`config.mk`:
```
export PLATFORM = sky130hd
export DESIGN_NAME = i2c_target_regs_flat
export DESIGN_NICKNAME = d
export VERILOG_FILES = /design/src/rtl/i2c_target_regs_pkg.sv /design/src/rtl/i2c_target_regs_if.sv /design/src/rtl/i2c_target_regs_line_filter.sv /design/src/rtl/i2c_target_regs.sv /design/src/flat_wrapper.sv
export SDC_FILE = /design/constraint.sdc
export NUM_CORES = 1
export LEC_CHECK = 0
export BUFFER_PORTS_ARGS = -buffer_cell sky130_fd_sc_hd__buf_4
export CAP_MARGIN = 20
export CORE_ASPECT_RATIO = 1.5
export CORE_MARGIN = 2
export CORE_UTILIZATION = 45
export CTS_CLUSTER_SIZE = 25
export DETAILED_ROUTE_END_ITERATION = 8
export PLACE_DENSITY = 0.68
export SLEW_MARGIN = 0
export SYNTH_ARGS = -nofsm -noshare
export SYNTH_HDL_FRONTEND = slang
export SYNTH_SLANG_ARGS = --single-unit
```
`constraint.sdc`:
```
create_clock -name clock -period 3.2 [get_ports clock]
set_clock_uncertainty 0.2 [all_clocks]
set_input_delay 0.64 -clock clock [delete_from_list [all_inputs] [get_ports clock]]
set_output_delay 0.64 -clock clock [all_outputs]
set_load 0.03 [all_outputs]
```
`src/rtl/i2c_target_regs_pkg.sv`:
```
`default_nettype none
// ============================================================================
//  Module      : i2c_target_regs_pkg
//  Description : State encodings, bus levels and helpers for the I2C target.
//  Revision    : 1.0  initial release
// ============================================================================
package i2c_target_regs_pkg;

    localparam logic [3:0] c_ST_IDLE      = 4'd0;
    localparam logic [3:0] c_ST_ADDR      = 4'd1;
    localparam logic [3:0] c_ST_ADDR_ACK  = 4'd2;
    localparam logic [3:0] c_ST_PTR       = 4'd3;
    localparam logic [3:0] c_ST_PTR_ACK   = 4'd4;
    localparam logic [3:0] c_ST_WDATA     = 4'd5;
    localparam logic [3:0] c_ST_WDATA_ACK = 4'd6;
    localparam logic [3:0] c_ST_RDATA     = 4'd7;
    localparam logic [3:0] c_ST_RDATA_ACK = 4'd8;
    localparam logic [3:0] c_ST_IGNORE    = 4'd9;

    typedef enum logic [3:0] {
        ST_IDLE      = c_ST_IDLE,
        ST_ADDR      = c_ST_ADDR,
        ST_ADDR_ACK  = c_ST_ADDR_ACK,
        ST_PTR       = c_ST_PTR,
        ST_PTR_ACK   = c_ST_PTR_ACK,
        ST_WDATA     = c_ST_WDATA,
        ST_WDATA_ACK = c_ST_WDATA_ACK,
        ST_RDATA     = c_ST_RDATA,
        ST_RDATA_ACK = c_ST_RDATA_ACK,
        ST_IGNORE    = c_ST_IGNORE
    } state_t;

    localparam logic       c_ACK_LEVEL  = 1'b0;
    localparam logic       c_NACK_LEVEL = 1'b1;
    localparam int         c_RW_BIT     = 0;
    localparam logic [2:0] c_LAST_BIT   = 3'd7;

    function automatic logic addr_match(input logic [7:0] addr_byte, input logic [6:0] dev_addr);
        return addr_byte[7:1] == dev_addr;
    endfunction

endpackage
`default_nettype wire

```
`src/rtl/i2c_target_regs_if.sv`:
```
`default_nettype none
// ============================================================================
//  Module      : i2c_target_regs_if
//  Description : I2C pad levels plus register-file port of the I2C target.
//  Revision    : 1.0  initial release
// ============================================================================
interface i2c_target_regs_if;
    logic       scl_in;
    logic       sda_in;
    logic       sda_low;
    logic [7:0] reg_addr;
    logic [7:0] reg_wdata;
    logic       reg_we;
    logic [7:0] reg_rdata;
    logic       busy;
    logic       addressed;

    modport slave (
        input  scl_in, sda_in, reg_rdata,
        output sda_low, reg_addr, reg_wdata, reg_we, busy, addressed
    );

    modport master (
        output scl_in, sda_in, reg_rdata,
        input  sda_low, reg_addr, reg_wdata, reg_we, busy, addressed
    );
endinterface
`default_nettype wire

```
`src/rtl/i2c_target_regs_line_filter.sv`:
```
`default_nettype none
// ============================================================================
//  Module      : i2c_line_filter
//  Description : 2-flop synchroniser, glitch filter and edge pulses for one line.
//  Revision    : 1.0  initial release
// ============================================================================
module i2c_line_filter #(
    parameter int FILTER_LEN = 4
) (
    input  wire logic clock,
    input  wire logic reset,
    input  wire logic i_line,
    output logic      o_level,
    output logic      o_rise,
    output logic      o_fall
);
    localparam logic [3:0] c_CNT_LAST = 4'(FILTER_LEN - 1);

    logic [1:0] r_sync;
    logic [3:0] r_cnt;
    logic       r_filt;
    logic       r_level;
    logic       r_rise;
    logic       r_fall;

    always_ff @(posedge clock) begin
        if (reset) begin
            r_sync  <= 2'b11;
            r_cnt   <= 4'd0;
            r_filt  <= 1'b1;
            r_level <= 1'b1;
            r_rise  <= 1'b0;
            r_fall  <= 1'b0;
        end else begin
            r_sync <= {r_sync[0], i_line};
            // Level flips only after FILTER_LEN consecutive differing samples
            if (r_sync[1] == r_filt) begin
                r_cnt <= 4'd0;
            end else if (r_cnt == c_CNT_LAST) begin
                r_cnt  <= 4'd0;
                r_filt <= r_sync[1];
            end else begin
                r_cnt <= r_cnt + 4'd1;
            end
            r_level <= r_filt;
            r_rise  <= r_filt & ~r_level;
            r_fall  <= ~r_filt & r_level;
        end
    end

    assign o_level = r_level;
    assign o_rise  = r_rise;
    assign o_fall  = r_fall;
endmodule
`default_nettype wire

```
`src/rtl/i2c_target_regs.sv`:
```
`default_nettype none
// ============================================================================
//  Module      : i2c_target_regs
//  Description : I2C target with 8-bit register pointer driving a register file.
//  Revision    : 1.0  initial release
// ============================================================================
module i2c_target_regs
    import i2c_target_regs_pkg::*;
#(
    parameter logic [6:0] DEVICE_ADDR = 7'h1A,
    parameter int         FILTER_LEN  = 4
) (
    input  wire logic        clock,
    input  wire logic        reset,
    i2c_target_regs_if.slave bus
);
    logic w_scl_lvl, w_scl_rise, w_scl_fall;
    logic w_sda_lvl, w_sda_rise, w_sda_fall;

    i2c_line_filter #(.FILTER_LEN(FILTER_LEN)) u_scl_filter (
        .clock   (clock),
        .reset   (reset),
        .i_line  (bus.scl_in),
        .o_level (w_scl_lvl),
        .o_rise  (w_scl_rise),
        .o_fall  (w_scl_fall)
    );

    i2c_line_filter #(.FILTER_LEN(FILTER_LEN)) u_sda_filter (
        .clock   (clock),
        .reset   (reset),
        .i_line  (bus.sda_in),
        .o_level (w_sda_lvl),
        .o_rise  (w_sda_rise),
        .o_fall  (w_sda_fall)
    );

    state_t     r_state;
    logic [2:0] r_bit_cnt;
    logic [7:0] r_shift;
    logic [7:0] r_reg_addr;
    logic [7:0] r_reg_wdata;
    logic       r_reg_we;
    logic       r_sda_low;
    logic       r_busy;
    logic       r_addressed;
    logic       r_rw;
    logic       r_phase;        // ACK states: 0 = before ACK slot, 1 = inside/after it
    logic       r_inc_pending;

    logic       w_start;
    logic       w_stop;
    logic       w_last_bit;
    logic [7:0] w_byte;

    assign w_start    = w_sda_fall & w_scl_lvl;
    assign w_stop     = w_sda_rise & w_scl_lvl;
    assign w_last_bit = (r_bit_cnt == c_LAST_BIT);
    assign w_byte     = {r_shift[6:0], w_sda_lvl};

    always_ff @(posedge clock) begin
        if (reset) begin
            r_state       <= ST_IDLE;
            r_bit_cnt     <= 3'd0;
            r_shift       <= 8'h00;
            r_reg_addr    <= 8'h00;
            r_reg_wdata   <= 8'h00;
            r_reg_we      <= 1'b0;
            r_sda_low     <= 1'b0;
            r_busy        <= 1'b0;
            r_addressed   <= 1'b0;
            r_rw          <= 1'b0;
            r_phase       <= 1'b0;
            r_inc_pending <= 1'b0;
        end else begin
            r_reg_we <= 1'b0;
            if (r_inc_pending) begin
                r_reg_addr    <= r_reg_addr + 8'd1;
                r_inc_pending <= 1'b0;
            end

            if (w_stop) begin
                r_state     <= ST_IDLE;
                r_sda_low   <= 1'b0;
                r_busy      <= 1'b0;
                r_addressed <= 1'b0;
            end else if (w_start) begin
                r_state     <= ST_ADDR;
                r_bit_cnt   <= 3'd0;
                r_busy      <= 1'b1;
                r_addressed <= 1'b0;
                r_sda_low   <= 1'b0;
                r_phase     <= 1'b0;
            end else begin
                case (r_state)
                    ST_ADDR: begin
                        if (w_scl_rise) begin
                            r_shift   <= w_byte;
                            r_bit_cnt <= r_bit_cnt + 3'd1;
                            if (w_last_bit) begin
                                if (addr_match(w_byte, DEVICE_ADDR)) begin
                                    r_state     <= ST_ADDR_ACK;
                                    r_addressed <= 1'b1;
                                    r_rw        <= w_byte[c_RW_BIT];
                                    r_phase     <= 1'b0;
                                end else begin
                                    r_state <= ST_IGNORE;
                                end
                            end
                        end
                    end

                    // First fall drives the ACK, the second releases it and moves on
                    ST_ADDR_ACK, ST_PTR_ACK, ST_WDATA_ACK: begin
                        if (w_scl_fall) begin
                            if (!r_phase) begin
                                r_sda_low <= 1'b1;
                                r_phase   <= 1'b1;
                            end else begin
                                r_sda_low <= 1'b0;
                                r_phase   <= 1'b0;
                                if (r_state == ST_ADDR_ACK && r_rw) begin
                                    r_shift   <= bus.reg_rdata;
                                    r_sda_low <= ~bus.reg_rdata[7];
                                    r_state   <= ST_RDATA;
                                end else if (r_state == ST_ADDR_ACK) begin
                                    r_state <= ST_PTR;
                                end else begin
                                    r_state <= ST_WDATA;
                                end
                            end
                        end
                    end

                    ST_PTR: begin
                        if (w_scl_rise) begin
                            r_shift   <= w_byte;
                            r_bit_cnt <= r_bit_cnt + 3'd1;
                            if (w_last_bit) begin
                                r_reg_addr <= w_byte;
                                r_state    <= ST_PTR_ACK;
                                r_phase    <= 1'b0;
                            end
                        end
                    end

                    ST_WDATA: begin
                        if (w_scl_rise) begin
                            r_shift   <= w_byte;
                            r_bit_cnt <= r_bit_cnt + 3'd1;
                            if (w_last_bit) begin
                                r_reg_wdata   <= w_byte;
                                r_reg_we      <= 1'b1;
                                r_inc_pending <= 1'b1;
                                r_state       <= ST_WDATA_ACK;
                                r_phase       <= 1'b0;
                            end
                        end
                    end

                    ST_RDATA: begin
                        if (w_scl_rise) begin
                            r_shift   <= {r_shift[6:0], 1'b0};
                            r_bit_cnt <= r_bit_cnt + 3'd1;
                            if (w_last_bit) begin
                                r_state <= ST_RDATA_ACK;
                                r_phase <= 1'b0;
                            end
                        end else if (w_scl_fall) begin
                            r_sda_low <= ~r_shift[7];
                        end
                    end

                    ST_RDATA_ACK: begin
                        if (w_scl_fall) begin
                            if (!r_phase) begin
                                r_sda_low <= 1'b0;
                            end else begin
                                r_shift   <= bus.reg_rdata;
                                r_sda_low <= ~bus.reg_rdata[7];
                                r_phase   <= 1'b0;
                                r_state   <= ST_RDATA;
                            end
                        end else if (w_scl_rise && !r_phase) begin
                            if (w_sda_lvl == c_ACK_LEVEL) begin
                                r_reg_addr <= r_reg_addr + 8'd1;
                                r_phase    <= 1'b1;
                            end else begin
                                r_state     <= ST_IGNORE;
                                r_addressed <= 1'b0;
                                r_sda_low   <= 1'b0;
                            end
                        end
                    end

                    ST_IGNORE: begin
                        r_sda_low <= 1'b0;
                    end

                    default: begin
                    end
                endcase
            end
        end
    end

    assign bus.sda_low   = r_sda_low;
    assign bus.reg_addr  = r_reg_addr;
    assign bus.reg_wdata = r_reg_wdata;
    assign bus.reg_we    = r_reg_we;
    assign bus.busy      = r_busy;
    assign bus.addressed = r_addressed;
endmodule
`default_nettype wire

```
`src/flat_wrapper.sv`:
```
// flat-port wrapper written by rule: the top's interface ports become plain ports
module i2c_target_regs_flat import i2c_target_regs_pkg::*;
#(
    parameter logic [6:0] DEVICE_ADDR = 7'h1A,
    parameter int         FILTER_LEN  = 4
)
  (clock, reset, bus_scl_in, bus_sda_in, bus_reg_rdata, bus_sda_low, bus_reg_addr, bus_reg_wdata, bus_reg_we, bus_busy, bus_addressed);
  i2c_target_regs_if bus_i ();
  input  wire logic clock;
  input  wire logic reset;
  input wire logic [$bits(bus_i.scl_in)-1:0] bus_scl_in;
  input wire logic [$bits(bus_i.sda_in)-1:0] bus_sda_in;
  input wire logic [$bits(bus_i.reg_rdata)-1:0] bus_reg_rdata;
  output wire logic [$bits(bus_i.sda_low)-1:0] bus_sda_low;
  output wire logic [$bits(bus_i.reg_addr)-1:0] bus_reg_addr;
  output wire logic [$bits(bus_i.reg_wdata)-1:0] bus_reg_wdata;
  output wire logic [$bits(bus_i.reg_we)-1:0] bus_reg_we;
  output wire logic [$bits(bus_i.busy)-1:0] bus_busy;
  output wire logic [$bits(bus_i.addressed)-1:0] bus_addressed;
  assign bus_i.scl_in = bus_scl_in;
  assign bus_i.sda_in = bus_sda_in;
  assign bus_i.reg_rdata = bus_reg_rdata;
  assign bus_sda_low = bus_i.sda_low;
  assign bus_reg_addr = bus_i.reg_addr;
  assign bus_reg_wdata = bus_i.reg_wdata;
  assign bus_reg_we = bus_i.reg_we;
  assign bus_busy = bus_i.busy;
  assign bus_addressed = bus_i.addressed;
  i2c_target_regs #(.DEVICE_ADDR(DEVICE_ADDR), .FILTER_LEN(FILTER_LEN)) u_core (.clock(clock), .reset(reset), .bus(bus_i));
endmodule
```
==> results of run 1 <==
-- cell usage after synthesis, drive strengths merged (3+ instances only) --
master | instances | area (um^2)
a21oi | 11 | 55.1
nand3 | 7 | 35.0
inv | 8 | 30.0
nor2 | 53 | 201
or2 | 9 | 56.3
xor2 | 11 | 96.3
clkbuf | 14 | 52.6
or3 | 5 | 31.3
a211oi | 5 | 55.1
a22oi | 6 | 45.0
o22ai | 4 | 25.0
buf | 8 | 55.1
mux2i | 13 | 130
dfxtp | 57 | 1140
nor2b | 4 | 25.0
a211o | 4 | 35.0
nor3 | 7 | 46.3
a311oi | 9 | 85.1
nand2 | 26 | 97.6
ha | 5 | 62.6
nand4 | 5 | 31.3
a2bb2oi | 3 | 26.3
xnor2 | 8 | 70.1
nor3b | 8 | 60.1
a22o | 3 | 26.3
o21ai | 6 | 30.0
nor4 | 3 | 25.0
nand2b | 11 | 68.8
nand3b | 4 | 30.0
and2 | 3 | 18.8
-- worst max-delay path, delay by kind of cell, from the launching register on --
| family | cells | cell delay [ns] |
|---|---|---|
| DFF | 1 | 0.54 |
| and+or+nand+nor | 2 | 0.68 |
| AOI/OAI and AO/OA | 3 | 1.10 |
-- through the flow --
stage | instance area, um^2 | utilization [%] | hold slack (ns)
after global routing | 3470 | 53.5 | 0.220
after CTS | 3470 | 53.5 | 0.215
after floorplan | 3000 | - | 0.189
after global placement | 3290 | 50.7 | 0.196
after detailed placement | 3290 | 50.7 | 0.202
final | 3470 | 53.5 | 0.211
-- worst paths after layout --
path | end | slack, ns | cells past startpoint
worst max register to register | u_core.r_shift[4] | 0.59 | 5
worst max-delay path | u_core.r_shift[4] | 0.59 | 5
worst min register to register | u_core.u_scl_filter.r_sync[1] | 0.21 | 1
worst min-delay path | u_core.u_scl_filter.r_sync[1] | 0.21 | 1
-- routing by layer --
metal  part of all wire, %  up-vias
met5                     0        -
met3                   4.4       21
met1                    42     1249
met2                    50       77
li1                      -     1309
met4                   3.2        0
-- power by group through the flow --
stage | clock (mW) | sequential [mW] | combinational [mW]
after global routing | 0.665 | 0.852 | 0.663
after floorplan | 0 | 0.828 | 0.479
after detailed placement | 0 | 0.856 | 0.598
final | 0.616 | 0.842 | 0.610
after CTS | 0.626 | 0.840 | 0.604
after global placement | 0 | 0.855 | 0.594
-- cell families after synthesis --
| family | after synthesis | synth area share (%) |
|---|---|---|
| flip-flops | 57 | 38.1 |
| XOR/XNOR | 19 | 5.55 |
| multiplexers | 14 | 4.72 |
| AO/OA/AOI/OAI | 73 | 18.8 |
| AND/OR/NAND/NOR | 151 | 26.2 |
| buffers and inverters | 30 | 4.59 |
| adder cells (fa/ha/maj) | 5 | 2.09 |
-- layout make-up --
cell class              instances  area, um^2  area share (%)
multi-input cells             262        1720            49.6
flip-flops and latches         57        1140            32.9
repair buffers                 40         300            8.66
clock buffers                  13         169            4.87
well taps                      76        95.1            2.74
inverters                       8        30.0           0.866
clock inverters                 2        12.5           0.361
-- state kept, by name (all words and copies together) (netlist names), 3 cells and up --
name,count
u_core.r_state,4
u_core.u_sda_filter.r_cnt,4
u_core.bus.reg_addr,8
u_core.bus.reg_wdata,8
u_core.r_shift,8
u_core.r_bit_cnt,3
u_core.u_scl_filter.r_cnt,4
==> impl_metrics.toml, run 1 <==
[critical_path]
r2r-start = "u_core.r_state[3]"
cpPeakStageDelay_ns = 0.60
cp_data_required_time_ns = 3.24
worstSetupEndpointType = "register"
cp-start-kind = "register"
critPathMaxFanout = 16
crit_arrival_ns = 2.65
crit_chain = "or4b_4 -> a21o_1 -> a211oi_4 -> nor2_1 -> a311oi_1"
path_class = "register to register"
crit_slowest_cell = "or4b_4"
cp-startpoint = "u_core.r_state[3]"

[synth]
ys_types = 60
synthArstFlopShare_pct = 0
syn-num-nets = 366
yosysSeqAreaShare_pct = 38.1
synthesis.instances = 349
ys.flop_type = "dfxtp_1"
synth_area_per_cell_um2 = 8.59
yosysWarnings = 0
ys_seq_elements = 57
netlist_area_um2 = 3000
synth-edff-count = 0

[timing]
hold_viol_final = 0
period_share_pct = 81.6
fin_crit_ns = 2.61
slew_headroom_pct = 54.3
rsz0062_at_grt = "false"
setup_violations = 0
fmax_mhz = 383
maxSlewViolCount = 0
timing.setup.tns_ns = 0
setup_slack_ns = 0.588
worstMarginPinSlew_ns = 0.680

[placement]
routabilityCongestion = 0.928
dp_cells = 443
io_buffer_count = 31
dpl_worst_slack_ns = 0.608
dp_hpwl_um = 5160

[floorplan]
core_area_um2 = 6490
die_height_um = 104
start_util_pct = 46.2
rows = 36
die_w_um = 70.6
die_area_um2 = 7340
ioPinCount = 32

[clock_tree]
cts-buffers-inserted = 9
cts_hold_buf = 0
cts_resized = 0
cts_tree = "done"
h-tree-depth = 3
cts_root_buf = "clkbuf_8"
path_clk_slew_ns = 0.07
cts_setup_buffers = 0
clock_sinks = 57
clk_latency_ns = 0.33
clockBufferDepth = 2

[cells_and_area]
final_common_cell = "dfxtp_1"
fillCellCount = 631
drive_above_1_share_pct = 18.8
area_growth_pct = 15.7
final_cell_mix = "dfxtp_1 (57), nor2_1 (52), buf_4 (40), nand2_1 (26), mux2i_1 (13)"
finalNetCount = 395
stdcell_count = 458
diodes = 0

[drt]
drt-total-wl_um = 7270
vias = 2656
antenna_left = 0
wl_per_cell_um = 15.9
vias_per_cell = 5.80
drc = 0
drt_iter0_markers = 188
first_pass_iters = 5

[global_route]
grt-busiest-layer = "met2"
first_global_vias = 2594
grt_max_degree = 46
use_met2_pct = 34.1
antenna_found_initial = 0
grt_pass1_wl_um = 12200
grt_usage_pct = 20.7
overflow = 0
use_met1_pct = 24.7
use_met3_pct = 4.46

[flow_run]
max_cap_violations = 0

[min_path]
hold_class = "register to register"
min_from = "u_core.u_scl_filter.r_sync[0]"

[power]
p_switching_uw = 706
ir_drop_v = 0.000429
pwr_density_cell_nw_per_um2 = 597
seqPwrFrac_pct = 40.7
internal_power_mw = 1.36
total_power_mw = 2.07
swShare_pct = 34.1
comb_power_share_pct = 29.5
power_leakage_nw = 1.32
p_clk_share_pct = 29.8

[run_status]
status = "completed"
Note: power is estimated with default switching activity, not from simulation.
==> inputs of run 2 (changes only) <==
--- a/config.mk
+++ b/config.mk
@@ -5,6 +5,7 @@
 export SDC_FILE = /design/constraint.sdc
 export NUM_CORES = 1
 export LEC_CHECK = 0
+export ABC_AREA = 1
 export BUFFER_PORTS_ARGS = -buffer_cell sky130_fd_sc_hd__buf_4
 export CAP_MARGIN = 20
 export CORE_ASPECT_RATIO = 1.5
@@ -12,7 +13,7 @@
 export CORE_UTILIZATION = 45
 export CTS_CLUSTER_SIZE = 25
 export DETAILED_ROUTE_END_ITERATION = 8
-export PLACE_DENSITY = 0.68
+export PLACE_DENSITY = 0.7
 export SLEW_MARGIN = 0
 export SYNTH_ARGS = -nofsm -noshare
 export SYNTH_HDL_FRONTEND = slang
==> constraint.sdc (replaced) <==
create_clock -name clock -period 2.1 [get_ports clock]
set_clock_uncertainty 0.2 [all_clocks]
set_input_delay 0.42 -clock clock [delete_from_list [all_inputs] [get_ports clock]]
set_output_delay 0.42 -clock clock [all_outputs]
set_load 0.03 [all_outputs]
==> run 2 against run 1 <==
Effect of this change:
- sequential power is 66% higher
- synthesized cell count is 36% higher
- setup slack worse by 0.43 ns
- final cell count up 31%
==> impl_metrics.toml, run 2 <==
[run_status]
status = "completed"

[global_route]
grt_max_degree = 25
first_global_vias = 2946
grt_pass1_wl_um = 13400
antenna_found_initial = 0
grt_usage_pct = 22.8
overflow = 0

[synth]
synthTopCellsByCount = "nand2_1 (120), nor2_1 (76), dfxtp_1 (57), inv_1 (52), o21ai_0 (45)"
synth_area_leaders = "dfxtp_1 (37%), nand2_1 (15%), nor2_1 (9.3%)"
synth_area_leader_cell = "dfxtp_1"
synthArstFlopShare_pct = 0
yosysSeqAreaShare_pct = 37.1
yosysWarnings = 0
synthesis.instances = 476
netlist_area_um2 = 3080
ys_types = 32
ys.flop_type = "dfxtp_1"
syn-num-nets = 493
yosysMostFrequentCell = "nand2_1"
synth_area_per_cell_um2 = 6.46
yosysTopAreaCellShare_pct = 37.1
ys_seq_elements = 57
synth-edff-count = 0

[clock_tree]
cts_root_buf = "clkbuf_8"
cts_tree = "done"
clk_latency_ns = 0.33
clock_sinks = 57
h-tree-depth = 3
path_clk_slew_ns = 0.07
cts-buffers-inserted = 9
clockBufferDepth = 2

[critical_path]
r2r-start = "u_core.r_bit_cnt[0]"
crit_slowest_cell = "dfxtp_1"
r2r_setup_slack_ns = 0.16
cp-start-kind = "register"
path_class = "register to register"
cp-startpoint = "u_core.r_bit_cnt[0]"
cp.depth = 10
crit_chain = "ha_1 -> ha_1 -> nand2_1 -> nor2_4 -> inv_1 -> o21ai_0 -> nor2_1 -> nand3_1 -> nand3_1 -> inv_1"
r2r_cells = 10
cp_data_required_time_ns = 2.18
critPathMaxFanout = 7
cp_num_buf_inv = 2
crit_arrival_ns = 2.02
worstSetupEndpointType = "register"
critical_path.top_delay_family = "simple AND/OR/NAND/NOR gates"
cpPeakStageDelay_ns = 0.36
endpoint = "u_core.bus.reg_addr[5]"
reg2reg_to = "u_core.bus.reg_addr[5]"

[placement]
dp_hpwl_um = 6310
dp_cells = 585
routabilityCongestion = 0.917
io_buffer_count = 31

[cells_and_area]
final_cell_mix = "nand2_1 (118), nor2_1 (74), dfxtp_1 (56), inv_1 (50)"
fillCellCount = 657
diodes = 0
stdcell_count = 602
drive_above_1_share_pct = 16.2
final_util_pct = 56.3
finalNetCount = 538
final_common_cell = "nand2_1"
area_growth_pct = 20.5

[timing]
period_share_pct = 92.5
hold_viol_final = 0
fmax_mhz = 515
worstMarginPinSlew_ns = 0.456
fin_crit_ns = 1.94
maxSlewViolCount = 0
setup_violations = 0
rsz0062_at_grt = "false"
timing.setup.tns_ns = 0
slew_headroom_pct = 69.5

[power]
p_clk_share_pct = 24.5
pwr_density_cell_nw_per_um2 = 1280
ir_drop_v = 0.000657
total_power_mw = 4.73
p_switching_mw = 2.04
power_leakage_nw = 1.74
swShare_pct = 43.2
seqPwrFrac_pct = 29.6
comb_power_share_pct = 45.9
internal_power_mw = 2.68

[flow_run]
max_cap_violations = 0

[drt]
wl_per_cell_um = 13.5
vias_per_cell = 5.23
antenna_left = 0
drc = 0
drt-total-wl_um = 8140
first_pass_iters = 5
vias = 3147
drt_iter0_markers = 230

[floorplan]
die_area_um2 = 7530
ioPinCount = 32
die_height_um = 105
start_util_pct = 46.8
core_area_um2 = 6580
rows = 36
die_w_um = 71.5

[min_path]
hold_class = "input pin to register"
run 2: changes by cell type in the layout (fill, tap and decap cells not counted), sizes merged, moves of 13 or more:
cell / before / now
a21oi: 11 / 29
inv: 8 / 54
mux2i: 13 / 0
nand2: 26 / 124
nand3: 7 / 31
nor2: 53 / 81
o21ai: 6 / 46
run 2: what timing repair did:
item                                    in CTS  in global routing
hold buffers                                 0                  0
setup buffers                                0                  1
pin swaps                                    0                  1
endpoints found under the setup margin       5                 21
resized for setup                            1                 10
run 2: logic make-up after synthesis:
logic type	Yosys count	share of synthesized area [%]
AO/OA/AOI/OAI	87	15.3
adder cells (fa/ha/maj)	5	2.03
flip-flops	57	37.1
XOR/XNOR	7	1.99
buffers and inverters	64	8.26
AND/OR/NAND/NOR	256	35.3
run 2: worst min-delay path by stage:
| stage | start | to | depth (start not counted) |
|---|---|---|---|
| after CTS | bus_sda_in | u_core.u_sda_filter.r_sync[0] | 2 |
| after detailed placement | u_core.u_scl_filter.r_sync[0] | u_core.u_scl_filter.r_sync[1] | 1 |
| after global routing | bus_scl_in | u_core.u_scl_filter.r_sync[0] | 2 |
| after floorplan | u_core.u_scl_filter.r_sync[0] | u_core.u_scl_filter.r_sync[1] | 1 |
| after global placement | u_core.u_sda_filter.r_sync[0] | u_core.u_sda_filter.r_sync[1] | 1 |
| final | bus_scl_in | u_core.u_scl_filter.r_sync[0] | 2 |
run 2: power groups by stage:
| stage | registers, mW | logic (mW) | clock network, mW |
|---|---|---|---|
| global placement | 1.41 | 2.07 | 0 |
| global route | 1.42 | 2.47 | 1.23 |
| floorplan | 1.44 | 1.54 | 0 |
| finish | 1.40 | 2.17 | 1.16 |
| detailed placement | 1.42 | 2.08 | 0 |
| CTS | 1.39 | 2.09 | 1.18 |
run 2: per-stage QoR:
step / setup slack [ns] / area, um^2 / hold WS [ns]
after detailed placement: 0.00245 / 3440 / 0.201
after floorplan: 0.315 / 3080 / 0.189
after global routing: 0.00320 / 3700 / 0.0551
after CTS: 0.0319 / 3670 / 0.0587
after global placement: 0.0400 / 3440 / 0.205
final: 0.158 / 3700 / 0.0684
run 2: layer usage:
| metal | GRT usage (%) | vias to the layer above | share of wire (%) | wire length, um |
|---|---|---|---|---|
| met3 | 3.06 | 19 | 3.5 | 282 |
| met4 | 13.3 | 0 | 3.3 | 272 |
| li1 | - | 1628 | - | - |
| met2 | 38.5 | 73 | 51 | 4140 |
| met1 | 26.9 | 1427 | 42 | 3450 |
| met5 | 0 | - | 0 | 0 |
run 2: cell type report:
class                           instances  area (um^2)  share of cell area (%)
Sequential cell                        57         1140                    30.8
Clock buffer                           10          138                    3.71
Timing Repair Buffer                   44          330                    8.92
Multi-Input combinational cell        355         1700                    45.9
Clock inverter                          6         90.1                    2.43
Inverter                               54          209                    5.64
Tap cell                               76         95.1                    2.57
